### src/rtl/clk_div_prog.sv
`default_nettype none
// ============================================================================
// Module      : clk_div_prog
// Description : Programmable integer clock divider (ratio 2..2^DIV_W-1, odd or
//               even) with bypass for ratios 0/1, glitch-free ratio changes at
//               period boundaries, clean enable, period-start tick and ratio
//               readback.
// Revision    : 1.0 - initial release
// ============================================================================
module clk_div_prog #(
    parameter int DIV_W = 8
) (
    input  logic             clk,
    input  logic             rst,
    input  logic             i_en,
    input  logic [DIV_W-1:0] i_div_ratio,
    output logic             o_clk,
    output logic             o_tick,
    output logic [DIV_W-1:0] o_ratio
);

    localparam int CW = DIV_W + 1;

    logic [DIV_W-1:0] r_cnt;
    logic [DIV_W-1:0] r_ratio;
    logic             r_div;
    logic             r_tick;
    logic             r_en_n;
    logic             r_en_prev;

    logic [CW-1:0]    w_half;
    logic [CW-1:0]    w_cnt_nxt;
    logic             w_bypass;
    logic             w_last;
    logic             w_boundary;
    logic             w_req_div;

    // Half-period and counter increment carry one extra bit so N = 2^DIV_W-1
    // cannot wrap.
    assign w_half     = ({1'b0, r_ratio} + CW'(1)) >> 1;
    assign w_cnt_nxt  = {1'b0, r_cnt} + CW'(1);
    assign w_bypass   = (r_ratio < DIV_W'(2));
    assign w_last     = (r_cnt == (r_ratio - DIV_W'(1)));
    assign w_boundary = w_bypass | w_last | ~r_en_prev;
    assign w_req_div  = (i_div_ratio >= DIV_W'(2));

    always_ff @(posedge clk or posedge rst) begin
        if (rst) begin
            r_cnt     <= '0;
            r_ratio   <= '0;
            r_div     <= 1'b0;
            r_tick    <= 1'b0;
            r_en_prev <= 1'b0;
        end else if (!i_en) begin
            r_cnt     <= '0;
            r_div     <= 1'b0;
            r_tick    <= 1'b0;
            r_en_prev <= 1'b0;
        end else begin
            r_en_prev <= 1'b1;
            if (w_boundary) begin
                r_ratio <= i_div_ratio;
                r_cnt   <= '0;
                r_tick  <= 1'b1;
                r_div   <= w_req_div;
            end else begin
                r_cnt   <= w_cnt_nxt[DIV_W-1:0];
                r_tick  <= 1'b0;
                r_div   <= (w_cnt_nxt < w_half);
            end
        end
    end

    // Bypass gate enable changes only while clk is low, so the gate never chops a pulse.
    always_ff @(negedge clk or posedge rst) begin
        if (rst) begin
            r_en_n <= 1'b0;
        end else begin
            r_en_n <= i_en;
        end
    end

    assign o_clk   = w_bypass ? (clk & r_en_n) : r_div;
    assign o_tick  = r_tick;
    assign o_ratio = r_ratio;

endmodule
`default_nettype wire

### config.mk
export PLATFORM = sky130hd
export DESIGN_NAME = clk_div_prog
export DESIGN_NICKNAME = d
export VERILOG_FILES = /design/src/rtl/clk_div_prog.sv
export SDC_FILE = /design/constraint.sdc
export NUM_CORES = 1
export LEC_CHECK = 0
export BUFFER_PORTS_ARGS = -buffer_cell sky130_fd_sc_hd__buf_2
export CORE_MARGIN = 2
export CORE_UTILIZATION = 50
export CTS_CLUSTER_DIAMETER = 50
export CTS_CLUSTER_SIZE = 8
export DETAILED_ROUTE_END_ITERATION = 6
export PLACE_DENSITY_LB_ADDON = 0.2
export SKIP_CTS_REPAIR_TIMING = 1
export SKIP_LAST_GASP = 1
export SLEW_MARGIN = 5
export SYNTH_ARGS = -nofsm -noshare
export SYNTH_HDL_FRONTEND = slang
export SYNTH_SLANG_ARGS = --single-unit
export TNS_END_PERCENT = 50
### constraint.sdc
create_clock -name clk -period 5.5 [get_ports clk]
set_input_delay 0.275 -clock clk [delete_from_list [all_inputs] [get_ports clk]]
set_output_delay 0.275 -clock clk [all_outputs]
set_load 0.01 [all_outputs]
# == Yosys cells after proc, flatten, opt, wreduce, memory -nomap -nowiden ==
# Index checks and enable logic that the tools add are counted.
# totals
input_bits,11
output_inout_bits,10
word_cells,26
ff_bits,20
# op_classes
n_mux,8
order_cmp,3
add_sub_neg,3
n_eq_ne,1
n_reduce_logical,1
bitwise,4
# ops
cell,count
$add 8x1->9 const B,2
$mux 8,2
$lt 9x8->1,1
$eq 8x8->1,1
$ge 8x2->1 const B,1
$lt 8x2->1 const B,1
$sub 8x1->8 const B,1
$mux 1,6
$or 1x1->1,2
$reduce_and 2->1,1
$and 1x1->1,1
$not 1->1,1

# == Depth between registers and ports, before layout ==
# depth
ltp_word,6
mapped_depth,12
depth_no_buf,11

==> parameters.txt <==
Parameter                              Value

Run status
  Result of the run    finished with violations
  Failing checks    design-rule violations, negative hold slack

Pwr
  VDD IR-drop max    0.000138 V
  Leakage power summed over all cells    0.791 nW
  Total power density per cell area    268 mW/mm^2
  Total power consumption of the routed design    0.433 mW

Worst setup path
  Standard cell with the maximum stage delay on the critical path    sky130_fd_sc_hd__dfrtn_1
  Data arrival time at the worst-slack endpoint    3.90 ns
  Dominant delay contributor by cell family on the critical path    flip-flops
  CP Cell Sequence    nand2_1 -> o21ai_0 -> buf_2
  Maximum net fanout on the critical path    1
  Start-to-end type of the worst setup path    flip-flop to output port
  Bufs and invs on worst path    1
  Worst EP required    about 5.2 ns
  Type of destination of the critical path    output port
  Nature of the critical path startpoint    flip-flop
  Largest stage delay, worst path    between 0.4 and 0.5 ns

Floorplan
  Chip height    about 59 um
  Die Wd    58.8 um
  Site Rows    19
  Std-Cell Core Area    roughly 0.0028 mm^2
  Starting density of the core    0.535
  Area of the die    around 0.0035 mm^2
  Number of top-level design ports    21

Detailed routing
  DRC Markers    2
  Wire per inst    14.8 um
  DRT iter0 DRCs    43
  Routed vias    1091
  Pre-Repair DR Iteration Count    6
  Via density    approximately 5.7
  Number of routed nets with antenna violations    0
  Total length of routed wires    ~2.8 mm

Run
  MaxCap Viol Count    0

Global route
  Routing layer with the top usage in global route    met2
  Global routing usage on met3    0.0571
  Met1 track utilization from global routing    0.222
  Number of antenna violations at the first check in global routing    0
  Met2 Use GR    0.305
  GRT Total Usage    0.195
  Pin count of the biggest net entering global routing    21
  Overflow left after global routing    0
  First-pass GRT wire length    4.82 mm
  Via count of the first global-routing pass    ~1100

Timing
  Number of max-slew violations in the final report    0
  Worst slew pin tran    0.741 ns
  Slew Limit Headroom    0.506
  Post-route clock skew    about 0.0009 ns
  TNS Setup    0 ns
  Post-route setup slack    1.33 ns
  Unrepaired setup endpoints after global routing    false
  Count of final setup violators    0
  Final hold violation count    19
  WHS    -0.0349 ns

Yosys
  Proportion of synthesized area in mux cells    0.0867
  Flip-flop and latch count after synthesis    20
  Most area-hungry cell type in the Yosys netlist    sky130_fd_sc_hd__dfrtp_1
  Adder-cell area share of the yosys netlist    0.0833
  Number of cells produced by synthesis    140
  Area fraction of the dominant cell type after synthesis    0.317
  Area contributors post-synth    sky130_fd_sc_hd__dfrtp_1 (32%), sky130_fd_sc_hd__ha_1 (8.3%), sky130_fd_sc_hd__mux2_4 (8.0%)
  Syn. warnings    0
  Xor-xnor portion of the synthesized cell area    0.128
  Area share of and/or/nand/nor cells after synthesis    0.200
  Count of distinct cell types in the synthesized netlist    42
  Register area share after synthesis    0.333
  Synth Cell Area    roughly 0.0015 mm^2
  Proportion of synthesized flip-flops having asynchronous set or reset    1.00
  Mapped Nets    161
  Main combinational cell family by area after synthesis    simple AND/OR/NAND/NOR gates
  Mean post-synth cell area    10.7 um^2
  Post-synth EDFFs    0
  Compound-gate portion of the synthesized area    0.0983
  Most frequently used flop master after synthesis    sky130_fd_sc_hd__dfrtp_1

Place
  Dpl cell area    0.00156 mm^2
  Dpl hpwl    2.17 mm
  Placed cells    183
  Final weighted congestion of routability-driven global placement    0.741
  Port bufs    20
  Post-Place Setup Slack    1.82 ns

Final layout
  Antenna diode count    0
  Fraction of layout instances using a drive strength above 1    0.302
  Number of nets in the layout    181
  Cell Count, Final, Fillers Out    190
  Final instance area    0.00162 mm^2
  Core Util, Final    0.576
  Area added between synthesis and finish    7.67%
  Count of filler cells inserted in the layout    roughly 250
  Sequential Area    around 500 um^2
  Area taken by multi-input logic gates    896 um^2

Worst hold path
  Worst min path class    primary input to async pin

CTS
  CTS tree    yes
  Clock transition at the registers of the reported paths    roughly 0.11 ns
  Latest clock arrival within the worst-skew pair    0.41 ns
layout make-up:
cell class              count  area share
multi-input cells         106       0.554
flip-flops and latches     20       0.310
repair buffers             19      0.0588
clock buffers               8      0.0395
well taps                  31      0.0240
inverters                   6      0.0139
flip-flops by register name (all words and copies together), names as in the netlist:
signal,count
o_ratio,8
r_cnt,8
o_tick,1
r_div,1
r_en_prev,1
r_en_n,1
report_power, final:
| part | switching [mW] | total, mW | internal [mW] | leakage [nW] |
|---|---|---|---|---|
| Sequential | 0.0308 | 0.190 | 0.159 | 0.253 |
| Combinational | 0.0583 | 0.120 | 0.0612 | 0.497 |
| Clock | 0.0571 | 0.123 | 0.0662 | 0.0420 |
placed cells by master (no fill, tap or decap), drive strengths merged, types with 2 or more instances in the layout:
master  netlist  layout
and3          3       3
nor2          7       7
nand2         9       9
nand3         9       9
ha           10      10
nor3          3       3
dfrtp        19      19
xor2         12      12
nor2b         6       6
buf           6      20
clkbuf        2       7
nand4         4       4
inv           6       6
a221oi        2       2
o21ai         4       4
mux2          8       8
xnor2        10      10
cell usage after synthesis (2+ instances only):
cell type / n
sky130_fd_sc_hd__and3_1: 3
sky130_fd_sc_hd__buf_2: 2
sky130_fd_sc_hd__buf_6: 4
sky130_fd_sc_hd__clkbuf_8: 2
sky130_fd_sc_hd__dfrtp_1: 19
sky130_fd_sc_hd__ha_1: 10
sky130_fd_sc_hd__inv_1: 6
sky130_fd_sc_hd__mux2_4: 8
sky130_fd_sc_hd__nand2_1: 9
sky130_fd_sc_hd__nand3_1: 9
sky130_fd_sc_hd__nand4_1: 4
sky130_fd_sc_hd__nor2_1: 6
sky130_fd_sc_hd__nor2b_2: 6
sky130_fd_sc_hd__nor3_1: 2
sky130_fd_sc_hd__o21ai_0: 3
sky130_fd_sc_hd__xnor2_1: 10
sky130_fd_sc_hd__xor2_1: 12
layer usage:
metal	vias to the layer above	share of wire	routed length [um]
met5	-	0	0
met4	0	0.034	95
met3	9	0.040	114
met2	26	0.50	1410
met1	530	0.43	1210
li1	526	-	-
worst paths after layout:
check	from	end	slack [ns]	cells after the start
min reg2reg	r_cnt[0]$_DFF_PP0_	r_cnt[0]$_DFF_PP0_	0.59	1
min in group clk	i_en	r_en_prev$_DFF_PP0_	0.04	1
min	rst	o_ratio[6]$_DFFE_PP0P_	-0.03	2
max	r_en_n$_DFF_NP0_	o_clk	1.33	3
max reg2reg	o_ratio[0]$_DFFE_PP0P_	o_ratio[3]$_DFFE_PP0P_	3.05	8
max in group asynchronous	rst	r_en_n$_DFF_NP0_	2.41	2
worst register-to-register path, stage by stage (launching register included):
cell and delay, ns:
sky130_fd_sc_hd__dfrtp_1 0.52, sky130_fd_sc_hd__inv_1 0.10, sky130_fd_sc_hd__ha_1 0.27, sky130_fd_sc_hd__o21ba_1 0.20, sky130_fd_sc_hd__a221oi_1 0.30, sky130_fd_sc_hd__a41oi_1 0.11
sky130_fd_sc_hd__a2111oi_4 0.33, sky130_fd_sc_hd__o21ai_4 0.19, sky130_fd_sc_hd__mux2_4 0.33
cell families after synthesis:
| group | count (synthesis) |
|---|---|
| flops | 20 |
| fa+ha+maj | 10 |
| simple gates | 50 |
| buf+inv | 14 |
| mux | 9 |
| compound gates | 15 |
| xor+xnor | 22 |
No activity file was read; power rests on OpenSTA's default activity.
